===== src/rtl/mult_pkg.sv =====
// Shared types and helpers for the mult_seq shift-and-add unsigned multiplier.
package mult_pkg;

    // Widest product the overflow helper handles (INPUT_WIDTH up to 32).
    localparam int MAX_PROD_W = 64;

    typedef enum logic [0:0] {
        IDLE,
        CALC
    } mult_state_t;

    // True when any product bit at or above result_width is set; the caller zero-extends.
    function automatic logic calc_overflow(input logic [MAX_PROD_W-1:0] product,
                                           input int                    result_width);
        if (result_width >= MAX_PROD_W) begin
            return 1'b0;
        end
        return (product >> result_width) != '0;
    endfunction

endpackage


===== src/rtl/mult_stage.sv =====
// One shift-and-add step: adds a when b[0] is set, then shifts a left and b right.
module mult_stage
    import mult_pkg::*;
#(
    parameter int INPUT_WIDTH = 16,
    parameter int USER_WIDTH  = 1
) (
    input  logic                     clk_i,
    input  logic                     reset_ni,
    input  logic [2*INPUT_WIDTH-1:0] acc_i,
    input  logic [2*INPUT_WIDTH-1:0] a_i,
    input  logic [INPUT_WIDTH-1:0]   b_i,
    input  logic [USER_WIDTH-1:0]    user_i,
    input  logic                     valid_i,
    output logic [2*INPUT_WIDTH-1:0] acc_o,
    output logic [2*INPUT_WIDTH-1:0] a_o,
    output logic [INPUT_WIDTH-1:0]   b_o,
    output logic [USER_WIDTH-1:0]    user_o,
    output logic                     valid_o
);

    // NOTE: sequential state is always assigned with <= so every stage samples the old value.
    always_ff @(posedge clk_i or negedge reset_ni) begin
        if (!reset_ni) begin
            valid_o <= 1'b0;
        end else begin
            valid_o <= valid_i;
        end
    end

    // NOTE: the datapath has no reset; valid qualifies it, so reset only the valid bit.
    always_ff @(posedge clk_i) begin
        acc_o  <= b_i[0] ? acc_i + a_i : acc_i;
        a_o    <= a_i << 1;
        b_o    <= b_i >> 1;
        user_o <= user_i;
    end

endmodule


===== src/rtl/mult_seq.sv =====
// Unsigned shift-and-add multiplier: iterative FSM (PIPELINED=0) or INPUT_WIDTH+1 stage pipeline.
// Define MULT_SATURATE_EN to clamp overflowing results to all ones instead of wrapping.
module mult_seq
    import mult_pkg::*;
#(
    parameter int INPUT_WIDTH  = 16,
    parameter int RESULT_WIDTH = 32,
    parameter int PIPELINED    = 0,
    parameter int USER_WIDTH   = 1
) (
    input  logic                    clk_i,
    input  logic                    reset_ni,
    input  logic [INPUT_WIDTH-1:0]  operand_a_i,
    input  logic [INPUT_WIDTH-1:0]  operand_b_i,
    input  logic [USER_WIDTH-1:0]   user_i,
    input  logic                    valid_i,
    output logic                    ready_o,
    output logic [RESULT_WIDTH-1:0] result_o,
    output logic [USER_WIDTH-1:0]   user_o,
    output logic                    overflow_o,
    output logic                    valid_o
);

    localparam int PROD_W = 2 * INPUT_WIDTH;
    localparam int CNT_W  = (INPUT_WIDTH > 1) ? $clog2(INPUT_WIDTH) : 1;

    logic                    ready_q;
    logic                    accept;
    logic                    fin;
    logic [PROD_W-1:0]       fin_prod;
    logic [USER_WIDTH-1:0]   fin_user;
    logic                    ovf_d;
    logic [RESULT_WIDTH-1:0] res_d;

    assign ready_o = ready_q;
    assign accept  = valid_i && ready_q;

    generate
        if (PIPELINED == 0) begin : g_iter
            mult_state_t             state_q, state_d;
            logic                    ready_d;
            logic                    fin_q, fin_d;
            logic                    load, step, zero_op;
            logic [PROD_W-1:0]       acc_q, a_q;
            logic [INPUT_WIDTH-1:0]  b_q;
            logic [USER_WIDTH-1:0]   user_q;
            logic [CNT_W-1:0]        cnt_q;

            assign zero_op = (operand_a_i == '0) || (operand_b_i == '0);

            always_ff @(posedge clk_i or negedge reset_ni) begin
                if (!reset_ni) begin
                    state_q <= IDLE;
                    ready_q <= 1'b0;
                    fin_q   <= 1'b0;
                end else begin
                    state_q <= state_d;
                    ready_q <= ready_d;
                    fin_q   <= fin_d;
                end
            end

            // NOTE: every always_comb output gets a default first, so no path infers a latch.
            always_comb begin
                state_d = state_q;
                fin_d   = 1'b0;
                load    = 1'b0;
                step    = 1'b0;
                case (state_q)
                    IDLE: begin
                        if (accept) begin
                            load = 1'b1;
                            if (zero_op) begin
                                fin_d = 1'b1;
                            end else begin
                                state_d = CALC;
                            end
                        end
                    end
                    CALC: begin
                        step = 1'b1;
                        if (cnt_q == '0) begin
                            state_d = IDLE;
                            fin_d   = 1'b1;
                        end
                    end
                    default: state_d = IDLE;
                endcase
                ready_d = (state_d == IDLE);
            end

            // Same add/shift step as mult_stage, applied once per CALC cycle.
            always_ff @(posedge clk_i) begin
                if (load) begin
                    acc_q  <= '0;
                    a_q    <= {{INPUT_WIDTH{1'b0}}, operand_a_i};
                    b_q    <= operand_b_i;
                    user_q <= user_i;
                    cnt_q  <= CNT_W'(INPUT_WIDTH - 1);
                end else if (step) begin
                    if (b_q[0]) begin
                        acc_q <= acc_q + a_q;
                    end
                    a_q   <= a_q << 1;
                    b_q   <= b_q >> 1;
                    cnt_q <= cnt_q - 1'b1;
                end
            end

            assign fin      = fin_q;
            assign fin_prod = acc_q;
            assign fin_user = user_q;
        end else begin : g_pipe
            logic                   s0_valid;
            logic [INPUT_WIDTH-1:0] s0_a, s0_b;
            logic [USER_WIDTH-1:0]  s0_user;
            logic [PROD_W-1:0]      acc_c  [INPUT_WIDTH+1];
            logic [PROD_W-1:0]      a_c    [INPUT_WIDTH+1];
            logic [INPUT_WIDTH-1:0] b_c    [INPUT_WIDTH+1];
            logic [USER_WIDTH-1:0]  user_c [INPUT_WIDTH+1];
            logic                   valid_c[INPUT_WIDTH+1];

            always_ff @(posedge clk_i or negedge reset_ni) begin
                if (!reset_ni) begin
                    ready_q  <= 1'b0;
                    s0_valid <= 1'b0;
                end else begin
                    ready_q  <= 1'b1;
                    s0_valid <= accept;
                end
            end

            always_ff @(posedge clk_i) begin
                s0_a    <= operand_a_i;
                s0_b    <= operand_b_i;
                s0_user <= user_i;
            end

            assign acc_c[0]   = '0;
            assign a_c[0]     = {{INPUT_WIDTH{1'b0}}, s0_a};
            assign b_c[0]     = s0_b;
            assign user_c[0]  = s0_user;
            assign valid_c[0] = s0_valid;

            for (genvar k = 0; k < INPUT_WIDTH; k++) begin : g_stage
                mult_stage #(
                    .INPUT_WIDTH(INPUT_WIDTH),
                    .USER_WIDTH (USER_WIDTH)
                ) u_stage (
                    .clk_i   (clk_i),
                    .reset_ni(reset_ni),
                    .acc_i   (acc_c[k]),
                    .a_i     (a_c[k]),
                    .b_i     (b_c[k]),
                    .user_i  (user_c[k]),
                    .valid_i (valid_c[k]),
                    .acc_o   (acc_c[k+1]),
                    .a_o     (a_c[k+1]),
                    .b_o     (b_c[k+1]),
                    .user_o  (user_c[k+1]),
                    .valid_o (valid_c[k+1])
                );
            end

            assign fin      = valid_c[INPUT_WIDTH];
            assign fin_prod = acc_c[INPUT_WIDTH];
            assign fin_user = user_c[INPUT_WIDTH];
        end
    endgenerate

    always_comb begin
        ovf_d = calc_overflow(MAX_PROD_W'(fin_prod), RESULT_WIDTH);
        res_d = fin_prod[RESULT_WIDTH-1:0];
`ifdef MULT_SATURATE_EN
        if (ovf_d) begin
            res_d = '1;
        end
`endif
    end

    // Output register holds its contents between valid_o pulses.
    always_ff @(posedge clk_i or negedge reset_ni) begin
        if (!reset_ni) begin
            result_o   <= '0;
            user_o     <= '0;
            overflow_o <= 1'b0;
            valid_o    <= 1'b0;
        end else begin
            valid_o <= fin;
            if (fin) begin
                result_o   <= res_d;
                user_o     <= fin_user;
                overflow_o <= ovf_d;
            end
        end
    end

endmodule


===== config.mk =====
export PLATFORM = sky130hd
export DESIGN_NAME = mult_seq
export DESIGN_NICKNAME = d
export VERILOG_FILES = /design/src/rtl/mult_pkg.sv /design/src/rtl/mult_stage.sv /design/src/rtl/mult_seq.sv
export SDC_FILE = /design/constraint.sdc
export NUM_CORES = 1
export LEC_CHECK = 0
export CAP_MARGIN = 20
export CORE_MARGIN = 5
export CORE_UTILIZATION = 35
export CTS_CLUSTER_DIAMETER = 40
export DETAILED_ROUTE_END_ITERATION = 7
export PLACE_DENSITY = 0.61
export SYNTH_ARGS = -nofsm -noshare
export SYNTH_HDL_FRONTEND = slang
export SYNTH_SLANG_ARGS = --single-unit
export TNS_END_PERCENT = 100

===== constraint.sdc =====
create_clock -name clk_i -period 2.9 [get_ports clk_i]
set_input_delay 0.29 -clock clk_i [delete_from_list [all_inputs] [get_ports clk_i]]
set_output_delay 0.29 -clock clk_i [all_outputs]
set_load 0.03 [all_outputs]

==> results of run 1 <==
[layout make-up]
class	instances	area [sq um]
Fill cell	1686	9542
Multi-Input combinational cell	477	3171
Sequential cell	122	2958
Timing Repair Buffer	93	880.8
Clock buffer	25	506.7
Tap cell	225	281.5
Clock inverter	7	40.04
Inverter	10	37.54
[Yosys cell counts, drive strengths merged (2+ instances only)]
cell type,count
a2111oi,2
a211o,3
a211oi,3
a21o,16
a21oi,47
a22o,18
a22oi,2
a31oi,7
and2,4
and3,4
and4,2
buf,5
clkbuf,35
dfrtp,37
dfxtp,52
edfxtp,33
ha,32
inv,10
mux2,34
nand2,141
nand3,13
nand4,9
nor2,16
nor2b,3
nor3,7
nor4,10
o211ai,7
o21ai,45
o21bai,2
o31ai,3
xnor2,12
xor2,16
[final timing paths]
| path | to | depth (start not counted) | slack (ns) | start |
|---|---|---|---|---|
| max | fin_prod[30]$_SDFFE_PP0P_ | 10 | 0.15 | g_iter.a_q[0]$_SDFFCE_PN0P_ |
| min | result_o[4]$_DFFE_PN0P_ | 1 | 0.01 | reset_ni |
| max reg2reg | fin_prod[30]$_SDFFE_PP0P_ | 10 | 0.15 | g_iter.a_q[0]$_SDFFCE_PN0P_ |
| min reg2reg | fin_prod[18]$_SDFFE_PP0P_ | 2 | 0.48 | fin_prod[18]$_SDFFE_PP0P_ |
| max in group asynchronous | result_o[25]$_DFFE_PN0P_ | 1 | 2.31 | reset_ni |
| min in group clk_i | fin_user$_DFFE_PP_ | 1 | 0.44 | user_i |
[through the flow]
stage | setup WS, ns | TNS (ns) | total power [uW] | std cells | utilization [%]
after floorplan | 0.1659 | 0 | 7270 | 649 | -
after global placement | 0.01851 | 0 | 9106 | 927 | 41.62
after detailed placement | -0.001972 | -0.001972 | 9139 | 927 | 41.62
after CTS | 0.009998 | 0 | 11140 | 959 | 44.78
after global routing | 0.0007294 | 0 | 12100 | 959 | 45.22
final | 0.1501 | 0 | 11230 | 959 | 45.22
[layer usage]
metal	up-vias	global-route usage, %	routed length (um)
li1	2480	-	-
met1	2439	21.51	7464
met5	-	0	0
met3	22	4.260	840
met2	112	25.10	7348
met4	0	5.649	298
[sequential cells by signal (all words and copies together), names as in the netlist, 4 cells and up]
register      cells
g_iter.a_q       32
g_iter.b_q       16
fin_prod         32
g_iter.cnt_q      4
result_o         32
[worst max-delay path: stages, from the launching register on]
cell and delay [ns]:
sky130_fd_sc_hd__edfxtp_1 0.39, sky130_fd_sc_hd__ha_2 0.22, sky130_fd_sc_hd__fa_2 0.36, sky130_fd_sc_hd__a21oi_2 0.19, sky130_fd_sc_hd__o211ai_1 0.14, sky130_fd_sc_hd__a21oi_2 0.22, sky130_fd_sc_hd__o21ai_2 0.11, sky130_fd_sc_hd__a31oi_4 0.22
sky130_fd_sc_hd__nor3_2 0.07, sky130_fd_sc_hd__or4_1 0.48, sky130_fd_sc_hd__a32o_1 0.25
[power by group]
group          leakage [uW]  internal, uW  total (uW)  switching (uW)
registers           0.00127          2700        3270             571
logic               0.00187          2640        6020            3380
clock network      0.000268          1200        1940             735
[kinds of logic after synthesis]
logic type               after synthesis
AND/OR/NAND/NOR                      216
flip-flops                           122
buffers and inverters                 50
other                                  1
multiplexers                          35
adder cells (fa/ha/maj)               33
AO/OA/AOI/OAI                        164
XOR/XNOR                              28
[what timing repair did]
item	4_1_cts	5_1_grt
hold buffers	0	0
endpoints found under the setup margin	1	7
pin swaps	0	3
gates resized for setup	1	15
hold endpoints to repair	0	0
==> results by group, run 1 <==
Pwr
  • Leakage component of the power: between 0.003 and 0.004 uW
  • Pwr Density: ~1400 nW/um^2
  • VDD IR-drop max: ~0.60 mV

Final layout
  • Synth-to-layout area growth: 25.98%
  • Final Cell Area: 7875 sq um
  • Most frequent cells in the layout: 141 x sky130_fd_sc_hd__nand2_1, 69 x sky130_fd_sc_hd__clkdlybuf4s50_1, 52 x sky130_fd_sc_hd__dfxtp_1
  • Layout net count: between 700 and 800
  • Share of layout cells above drive strength 1: 14.58%
  • Antenna diodes: 0
  • Commonest non-fill, non-tap cell in the layout: sky130_fd_sc_hd__nand2_1

Floorplanning
  • Die ar.: about 21000 sq um
  • Initial standard-cell utilization of the core: between 30% and 40%
  • Total number of placement rows: 48
  • Overall die width: roughly 140 um
  • Height of the chip: 143.6 um
  • I/O pins: 72
  • Area of the core region: 17420 sq um

Logic synthesis
  • Mapped Nets: just over 700
  • Share of the synthesized area in the top cell type: roughly 17%
  • Area of the mapped netlist: between 6000 and 7000 sq um
  • Xor/xnor share of the synthesized area: 3.923%
  • Main combinational cell family by area after synthesis: compound AO/OA/AOI/OAI gates
  • Fraction of the yosys area taken by sequential cells: between 40% and 50%
  • Syn Inst Count: between 600 and 700
  • Share of the synthesized area in compound gates (AO/OA/AOI/OAI): between 15 and 20%
  • Synthesized area per cell: around 9.6 sq um
  • Flip-flop and latch count after synthesis: roughly 120
  • Top FF cell, synth: sky130_fd_sc_hd__dfxtp_1
  • Synthesis warning total: 0
  • Simple-gate portion of the synthesized area: between 10% and 20%
  • Share of cell area taken by muxes after synthesis: under 10%
  • Top post-synthesis cells by area: sky130_fd_sc_hd__dfxtp_1 17%, sky130_fd_sc_hd__edfxtp_1 16%, sky130_fd_sc_hd__dfrtp_1 15%
  • Async set or reset register ratio after synthesis: 30.33%
  • Count of unique library cells instantiated by Yosys: 60
  • Cell accounting for the most synthesized area: sky130_fd_sc_hd__dfxtp_1
  • Number of flops mapped to enable cells by yosys: 33
  • Adder and majority cell fraction of the synthesized area: 6.725%

Setup path
  • Arrival @ worst endpoint: 3.06 ns
  • Critical Path Start Type: flip-flop
  • CP max FO: 3
  • Type of the worst setup path: reg2reg
  • Crit path required time: between 3 and 4 ns
  • Endpoint class of the critical path: flip-flop

Timing
  • Clock Skew: 0.006302 ns
  • Setup repair after global routing missed its margin: no
  • Final period utilization: a little over nine tenths
  • Slew at the pin closest to its max-slew limit: ~0.92 ns
  • Rel. slew slack: between 30% and 40%
  • Number of endpoints with negative hold slack in the final report: 0
  • Final-layout worst hold slack: around 0.011 ns
  • Max-slew violation count: 0
  • Final setup viols: 0
  • Post-layout min period: 2.750 ns
  • FMAX: 363.7 MHz

Placed design
  • IO Port Bufs: 70
  • Placer Congestion: between 0.8 and 0.9
  • Total placed instance area: ~7200 sq um
  • DP Wirelength: ~11000 um

Global route
  • First-pass GRT wire length: approximately 26000 um
  • Overall overflow remaining after global route: 0
  • Number of global-route vias before repair: 5049
  • Largest net degree at the start of global routing: between 40 and 50
  • Total routing resource utilization after global routing: between 10% and 20%
  • Antenna violations before repair: 0

Routing
  • Remaining number of nets flagged by the antenna check after routing: 0
  • Vias per Instance: 5.269
  • Post-route DRC violation count: 0
  • Drt total wl: ~16000 um
  • Total number of vias: between 5000 and 6000
  • First-pass DRT Iterations: 4
  • Routed wire per std cell: 16.63 um
  • Violation count after the first detailed-route iteration: 309

CTS
  • Clk sink count: ~120
  • Clock transition at the register clock pins on the worst setup and hold paths after CTS: ~0.06 ns
  • Maximum buffer depth of the clock tree: 2
  • CTS root buffer: sky130_fd_sc_hd__clkbuf_16
  • CTS tree: built
  • Buffers inserted during post-CTS setup optimization: 0
  • Number of CTS-inserted buffers: 17
  • Clk_lat worst skew: ~0.42 ns
  • Total number of H-tree levels: 4

Run status
  • Status: completed

Flow run
  • Maxcap violations: 0

Min path
  • Worst hold-check path type: in2async
Power figures use the tool's default switching activity.
==> run 2, diff against run 1 <==
--- a/config.mk
+++ b/config.mk
@@ -10,7 +10,8 @@
 export CORE_UTILIZATION = 35
 export CTS_CLUSTER_DIAMETER = 40
 export DETAILED_ROUTE_END_ITERATION = 7
-export PLACE_DENSITY = 0.61
+export PLACE_DENSITY = 0.59
+export SLEW_MARGIN = 30
 export SYNTH_ARGS = -nofsm -noshare
 export SYNTH_HDL_FRONTEND = slang
 export SYNTH_SLANG_ARGS = --single-unit
==> constraint.sdc (replaced) <==
create_clock -name clk_i -period 2.63 [get_ports clk_i]
set_input_delay 0.263 -clock clk_i [delete_from_list [all_inputs] [get_ports clk_i]]
set_output_delay 0.263 -clock clk_i [all_outputs]
set_load 0.03 [all_outputs]
==> run 2 against run 1 <==
Against the previous run:
- the run now ends with setup timing left
- cell count grew 4.0%
- worst setup slack lost 0.21 ns
- register-to-register slack worse by 0.21 ns
- sequential share of layout area is 1.9 points lower
- die area unchanged
- first-iteration DRC count up 10%
- total power increased by 19%
- global-route usage is 0.51 points higher
- final area is 5.4% higher
- clock power rose by 24%
- critical path type unchanged
==> results by group, run 2 (synthesis results as in run 1) <==
Run status
  • Status: complete, but fails checks
  • Violations in the final reports: setup timing

Timing
  • Rel. slew slack: between 40% and 50%
  • Max-slew violation count: 0
  • Accumulated negative setup slack: -0.06292 ns
  • FMAX: 371.3 MHz
  • Slew at the pin closest to its max-slew limit: slightly below 0.8 ns
  • Number of endpoints with negative hold slack in the final report: 0
  • Final setup slack of the worst path: -0.06292 ns
  • Final setup viols: 1
  • Setup repair after global routing missed its margin: yes
  • Post-layout min period: between 2 and 3 ns
  • Clock Skew: 0.009397 ns
  • Final period utilization: 102.4%

CTS
  • Clock transition at the register clock pins on the worst setup and hold paths after CTS: 0.06 ns
  • Maximum buffer depth of the clock tree: 2
  • Number of CTS-inserted buffers: 17
  • CTS tree: built
  • Clk_lat worst skew: roughly 0.42 ns
  • CTS root buffer: sky130_fd_sc_hd__clkbuf_16
  • Total number of H-tree levels: 4
  • Clk sink count: approximately 120

Setup path
  • Crit path required time: around 2.9 ns
  • Worst setup path endpoint: fin_prod[30]$_SDFFE_PP0P_
  • Worst reg2reg setup slack: -0.06 ns
  • Type of the worst setup path: reg2reg
  • Worst flop-to-flop path endpoint: fin_prod[30]$_SDFFE_PP0P_
  • Endpoint class of the critical path: flip-flop
  • Critical Path Start Type: flip-flop
  • CP max FO: 2
  • Arrival @ worst endpoint: 3.00 ns
  • CP startpoint: g_iter.a_q[0]$_SDFFCE_PN0P_
  • Worst R2R Path Depth: 10
  • FF-to-FF Start: g_iter.a_q[0]$_SDFFCE_PN0P_

Final layout
  • Final Cell Area: 8302 sq um
  • Most frequent cells in the layout: 141 x sky130_fd_sc_hd__nand2_1, 69 x sky130_fd_sc_hd__clkdlybuf4s50_1, 60 x sky130_fd_sc_hd__buf_4
  • Commonest non-fill, non-tap cell in the layout: sky130_fd_sc_hd__nand2_1
  • Share of layout cells above drive strength 1: between 20% and 30%
  • Layout filler cell count: 1647
  • Synth-to-layout area growth: 32.81%
  • Antenna diodes: 0
  • Layout net count: 828

Floorplanning
  • Overall die width: between 100 and 150 um
  • Initial standard-cell utilization of the core: 35.89%
  • Die ar.: 20630 sq um
  • Total number of placement rows: 48
  • Height of the chip: about 140 um
  • Area of the core region: between 15000 and 20000 sq um
  • I/O pins: ~70

Routing
  • Post-route DRC violation count: 0
  • Violation count after the first detailed-route iteration: 340
  • First-pass DRT Iterations: 5
  • Routed wire per std cell: between 15 and 20 um
  • Total number of vias: 5225
  • Drt total wl: approximately 16000 um
  • Vias per Instance: 5.241
  • Remaining number of nets flagged by the antenna check after routing: 0

Flow run
  • Maxcap violations: 0

Pwr
  • Fraction of power consumed by the clock network: roughly 18%
  • Net switching fraction of the power: between 40% and 50%
  • Switching Power: between 5000 and 6000 uW
  • Pwr Density: around 1600 nW/um^2
  • Sequential Power Share: a little over a quarter
  • Leakage component of the power: approximately 0.0036 uW
  • Proportion of power drawn by combinational gates: 55.1%
  • VDD IR-drop max: between 0.5 and 0.6 mV
  • Overall power consumption: roughly 13000 uW
  • P_int: between 7000 and 8000 uW

Placed design
  • DP Wirelength: 11690 um
  • Placer Congestion: 0.8874
  • IO Port Bufs: 70
  • Total placed instance area: roughly 7400 sq um

Global route
  • Overall overflow remaining after global route: 0
  • Antenna violations before repair: 0
  • First-pass GRT wire length: about 27000 um
  • Number of global-route vias before repair: 5285
  • Total routing resource utilization after global routing: 16.55%
  • Largest net degree at the start of global routing: 43

Min path
  • Worst hold-check path type: in2async
run 2: what timing repair did:
action                                  in CTS  in global routing
hold buffers                                 0                  1
endpoints found under the setup margin       7                 11
buffers inserted                             6                  6
gates resized for setup                     10                 24
pin swaps                                   10                 10
endpoints found under the hold margin        0                 37
run 2: how the worst min path moves through the flow:
stage / start / end / slack (ns) / cells after the start
after floorplan: reset_ni / fin$_DFF_PN0_ / -0.03 / 0
after detailed placement: reset_ni / result_o[5]$_DFFE_PN0P_ / 0.46 / 1
after CTS: reset_ni / result_o[7]$_DFFE_PN0P_ / 0.009 / 1
after global routing: user_i / fin_user$_DFFE_PP_ / 0.39 / 1
after global placement: reset_ni / result_o[5]$_DFFE_PN0P_ / 0.44 / 1
final: reset_ni / result_o[7]$_DFFE_PN0P_ / 0.37 / 2
run 2: per-stage QoR:
step	utilization, %	hold slack, ns	setup WS, ns	instances
final	47.67	0.3738	-0.06292	997
after global placement	42.68	0.4405	-0.2253	952
after global routing	47.67	0.3940	-0.1704	997
after detailed placement	42.68	0.4588	-0.3369	952
after floorplan	-	-0.03259	0.003565	649
after CTS	46.70	0.008515	-0.05962	990
run 2: final cells by class:
type | count | area [sq um] | share of cell area (%)
clock buffer | 18 | 439.2 | 5.290
clock inverter | 14 | 171.4 | 2.065
inverter | 10 | 37.54 | 0.4521
multi-input combinational | 477 | 3252 | 39.17
sequential | 122 | 2958 | 35.63
tap | 225 | 281.5 | 3.391
timing repair buffer | 131 | 1162 | 14.00
run 2: routing by layer:
metal | track usage, % | up-vias | share of wire [%]
met5 | 0 | - | 0
met4 | 5.401 | 0 | 1.7
met3 | 3.860 | 22 | 4.6
met2 | 27.17 | 139 | 47
met1 | 21.63 | 2500 | 47
li1 | - | 2564 | -
run 2: critical path: stages (launching register included):
cell and delay, ns:
sky130_fd_sc_hd__edfxtp_1 0.40, sky130_fd_sc_hd__ha_2 0.22, sky130_fd_sc_hd__fa_2 0.37, sky130_fd_sc_hd__a21oi_2 0.15, sky130_fd_sc_hd__o211ai_1 0.11, sky130_fd_sc_hd__a21oi_2 0.22, sky130_fd_sc_hd__o21ai_2 0.10, sky130_fd_sc_hd__a31oi_4 0.19
sky130_fd_sc_hd__nor3_2 0.07, sky130_fd_sc_hd__or4_1 0.49, sky130_fd_sc_hd__a32o_1 0.26
run 2: power by group through the flow:
stage / sequential, uW / clock [uW] / combinational, uW
after floorplan: 3830 / 0 / 4200
after global placement: 3550 / 0 / 6750
after detailed placement: 3570 / 0 / 6830
after CTS: 3570 / 2460 / 7030
after global routing: 3690 / 2540 / 8090
final: 3570 / 2410 / 7350
==> run 3, diff against run 2 <==
--- a/config.mk
+++ b/config.mk
@@ -10,7 +10,9 @@
 export CORE_UTILIZATION = 35
 export CTS_CLUSTER_DIAMETER = 40
 export DETAILED_ROUTE_END_ITERATION = 7
-export PLACE_DENSITY = 0.59
+export GPL_TIMING_DRIVEN = 0
+export PLACE_DENSITY = 0.61
+export SKIP_LAST_GASP = 1
 export SLEW_MARGIN = 30
 export SYNTH_ARGS = -nofsm -noshare
 export SYNTH_HDL_FRONTEND = slang
==> constraint.sdc (replaced) <==
create_clock -name clk_i -period 2.4 [get_ports clk_i]
set_input_delay 0.24 -clock clk_i [delete_from_list [all_inputs] [get_ports clk_i]]
set_output_delay 0.24 -clock clk_i [all_outputs]
set_load 0.03 [all_outputs]
==> run 3 against run 2 <==
Against the previous run:
- the flow still finishes with violations (setup timing)
- utilization is 0.27 points higher
- sequential power rose by 12%
- routed wire length up 1.8%
- via count barely moved
- worst setup slack got worse by 0.41 ns
- clock power grew 10%
- flip-flop and latch count did not move
- combinational power up 11%
==> results by group, run 3 (synthesis results as in run 1) <==
Global route
  • Number of global-route vias before repair: between 5000 and 6000
  • Total routing resource utilization after global routing: 16.43%
  • Antenna violations before repair: 0
  • Overall overflow remaining after global route: 0
  • First-pass GRT wire length: approximately 26000 um
  • Largest net degree at the start of global routing: 34

Timing
  • Final setup slack of the worst path: -0.4705 ns
  • Slew at the pin closest to its max-slew limit: around 0.77 ns
  • Final setup viols: 11
  • Clock Skew: between 0.009 and 0.01 ns
  • Rel. slew slack: between 40% and 50%
  • Setup repair after global routing missed its margin: yes
  • Post-layout min period: ~2.9 ns
  • Number of endpoints with negative hold slack in the final report: 0
  • Max-slew violation count: 0
  • Final period utilization: 119.6%
  • FMAX: about 350 MHz

Placed design
  • DP Wirelength: ~12000 um
  • Placed instance count: 945
  • IO Port Bufs: 70
  • Placer Congestion: about 0.91
  • Pre-CTS worst setup slack: -0.5903 ns
  • Total placed instance area: 7284 sq um

Routing
  • Post-route DRC violation count: 0
  • First-pass DRT Iterations: 5
  • Violation count after the first detailed-route iteration: between 400 and 500
  • Vias per Instance: 5.229
  • Total number of vias: 5224
  • Routed wire per std cell: approximately 17 um
  • Drt total wl: about 17000 um
  • Remaining number of nets flagged by the antenna check after routing: 0

Floorplanning
  • Area of the core region: roughly 17000 sq um
  • Overall die width: 143.6 um
  • Height of the chip: roughly 140 um
  • Total number of placement rows: 48
  • Initial standard-cell utilization of the core: roughly 36%
  • Die ar.: just over 20000 sq um
  • I/O pins: between 70 and 80

Setup path
  • Critical Path Start Type: flip-flop
  • Slowest stage delay, CP: roughly 0.5 ns
  • Cell Chain, Critical Path: ha_4 > a2111oi_4 > o211ai_1 > a21oi_2 > o21ai_2 > a31oi_4 > nor3_2 > or4_1 > a32o_1
  • Arrival @ worst endpoint: 3.18 ns
  • Worst R2R Path Depth: 9
  • Slowest cell on crit path: sky130_fd_sc_hd__or4_1
  • Crit path required time: 2.71 ns
  • CP max FO: 3
  • Endpoint class of the critical path: flip-flop
  • Type of the worst setup path: reg2reg

Final layout
  • Share of layout cells above drive strength 1: 17.70%
  • Commonest non-fill, non-tap cell in the layout: sky130_fd_sc_hd__nand2_1
  • Post-Layout Cell Count: approximately 1000
  • Layout net count: a little over 800
  • Final Cell Area: 8348 sq um
  • Synth-to-layout area growth: 33.55%
  • Most frequent cells in the layout: 139 x sky130_fd_sc_hd__nand2_1, 69 x sky130_fd_sc_hd__clkdlybuf4s50_1, 52 x sky130_fd_sc_hd__dfxtp_1
  • Antenna diodes: 0

CTS
  • Clk_lat worst skew: around 0.42 ns
  • Clk sink count: around 120
  • Number of CTS-inserted buffers: 17
  • Total number of H-tree levels: 4
  • CTS root buffer: sky130_fd_sc_hd__clkbuf_16
  • CTS tree: built
  • Maximum buffer depth of the clock tree: 2
  • Clock transition at the register clock pins on the worst setup and hold paths after CTS: roughly 0.05 ns

Pwr
  • Pwr Density: between 1500 and 2000 nW/um^2
  • VDD IR-drop max: between 0.6 and 0.7 mV
  • Leakage component of the power: roughly 0.0036 uW
  • Overall power consumption: 14800 uW

Min path
  • Worst hold-check path type: in2async

Run status
  • Status: complete, but fails checks
  • Violations in the final reports: setup timing

Flow run
  • Maxcap violations: 0
## run 3: worst paths after layout
check | startpoint | end | slack [ns]
max | g_iter.a_q[7]$_DFFE_PP_ | fin_prod[30]$_SDFFE_PP0P_ | -0.47
min | reset_ni | result_o[3]$_DFFE_PN0P_ | 0.31
max reg2reg | g_iter.a_q[7]$_DFFE_PP_ | fin_prod[30]$_SDFFE_PP0P_ | -0.47
min reg2reg | fin$_DFF_PN0_ | valid_o$_DFF_PN0_ | 0.38
max in group asynchronous | reset_ni | result_o[26]$_DFFE_PN0P_ | 1.61
min in group clk_i | fin$_DFF_PN0_ | valid_o$_DFF_PN0_ | 0.38
## run 3: worst max-delay path, delay by kind of cell, from the launching register on
| kind | cells | cell delay, ns |
|---|---|---|
| and+or+nand+nor | 2 | 0.58 |
| AOI/OAI and AO/OA | 6 | 1.45 |
| adders and majority gates | 1 | 0.30 |
| DFF | 1 | 0.45 |
## run 3: area by class of cell
cell class / count / area [sq um]
sequential: 122 / 2958
inverter: 10 / 37.54
multi-input combinational: 477 / 3362
tap: 225 / 281.5
timing repair buffer: 96 / 929.6
clock buffer: 26 / 540.5
buffer: 37 / 158.9
fill: 1618 / 9069
clock inverter: 6 / 80.08
## run 3: layer usage
| layer | global-route usage [%] | up-vias | share of wire [%] |
|---|---|---|---|
| li1 | - | 2558 | - |
| met1 | 21.88 | 2498 | 47 |
| met2 | 25.82 | 143 | 46 |
| met3 | 4.226 | 25 | 5.0 |
| met4 | 6.194 | 0 | 2.0 |
| met5 | 0 | - | 0 |
## run 3: metrics by stage
step                setup TNS [ns]  hold slack (ns)  utilization (%)
floorplan                  -0.2116         -0.05559                -
global placement            -9.306           0.3635            41.70
detailed placement          -4.320           0.2271            41.82
CTS                         -2.466           0.3194            46.84
global route                -3.471           0.3559            47.93
finish                      -2.058           0.3096            47.93
## run 3: timing repair
action / 4_1_cts / 5_1_grt
hold buffers: 1 / 0
pin swaps: 24 / 27
resized for setup: 33 / 32
setup buffers: 16 / 9
endpoints found under the setup margin: 15 / 21
endpoints found under the hold margin: 15 / 0
gates cloned: 1 / 0
## run 3: power by group
part	internal, uW	switching, uW
sequential	3270	734
clock	1750	903
combinational	3640	4510
total	8650	6150
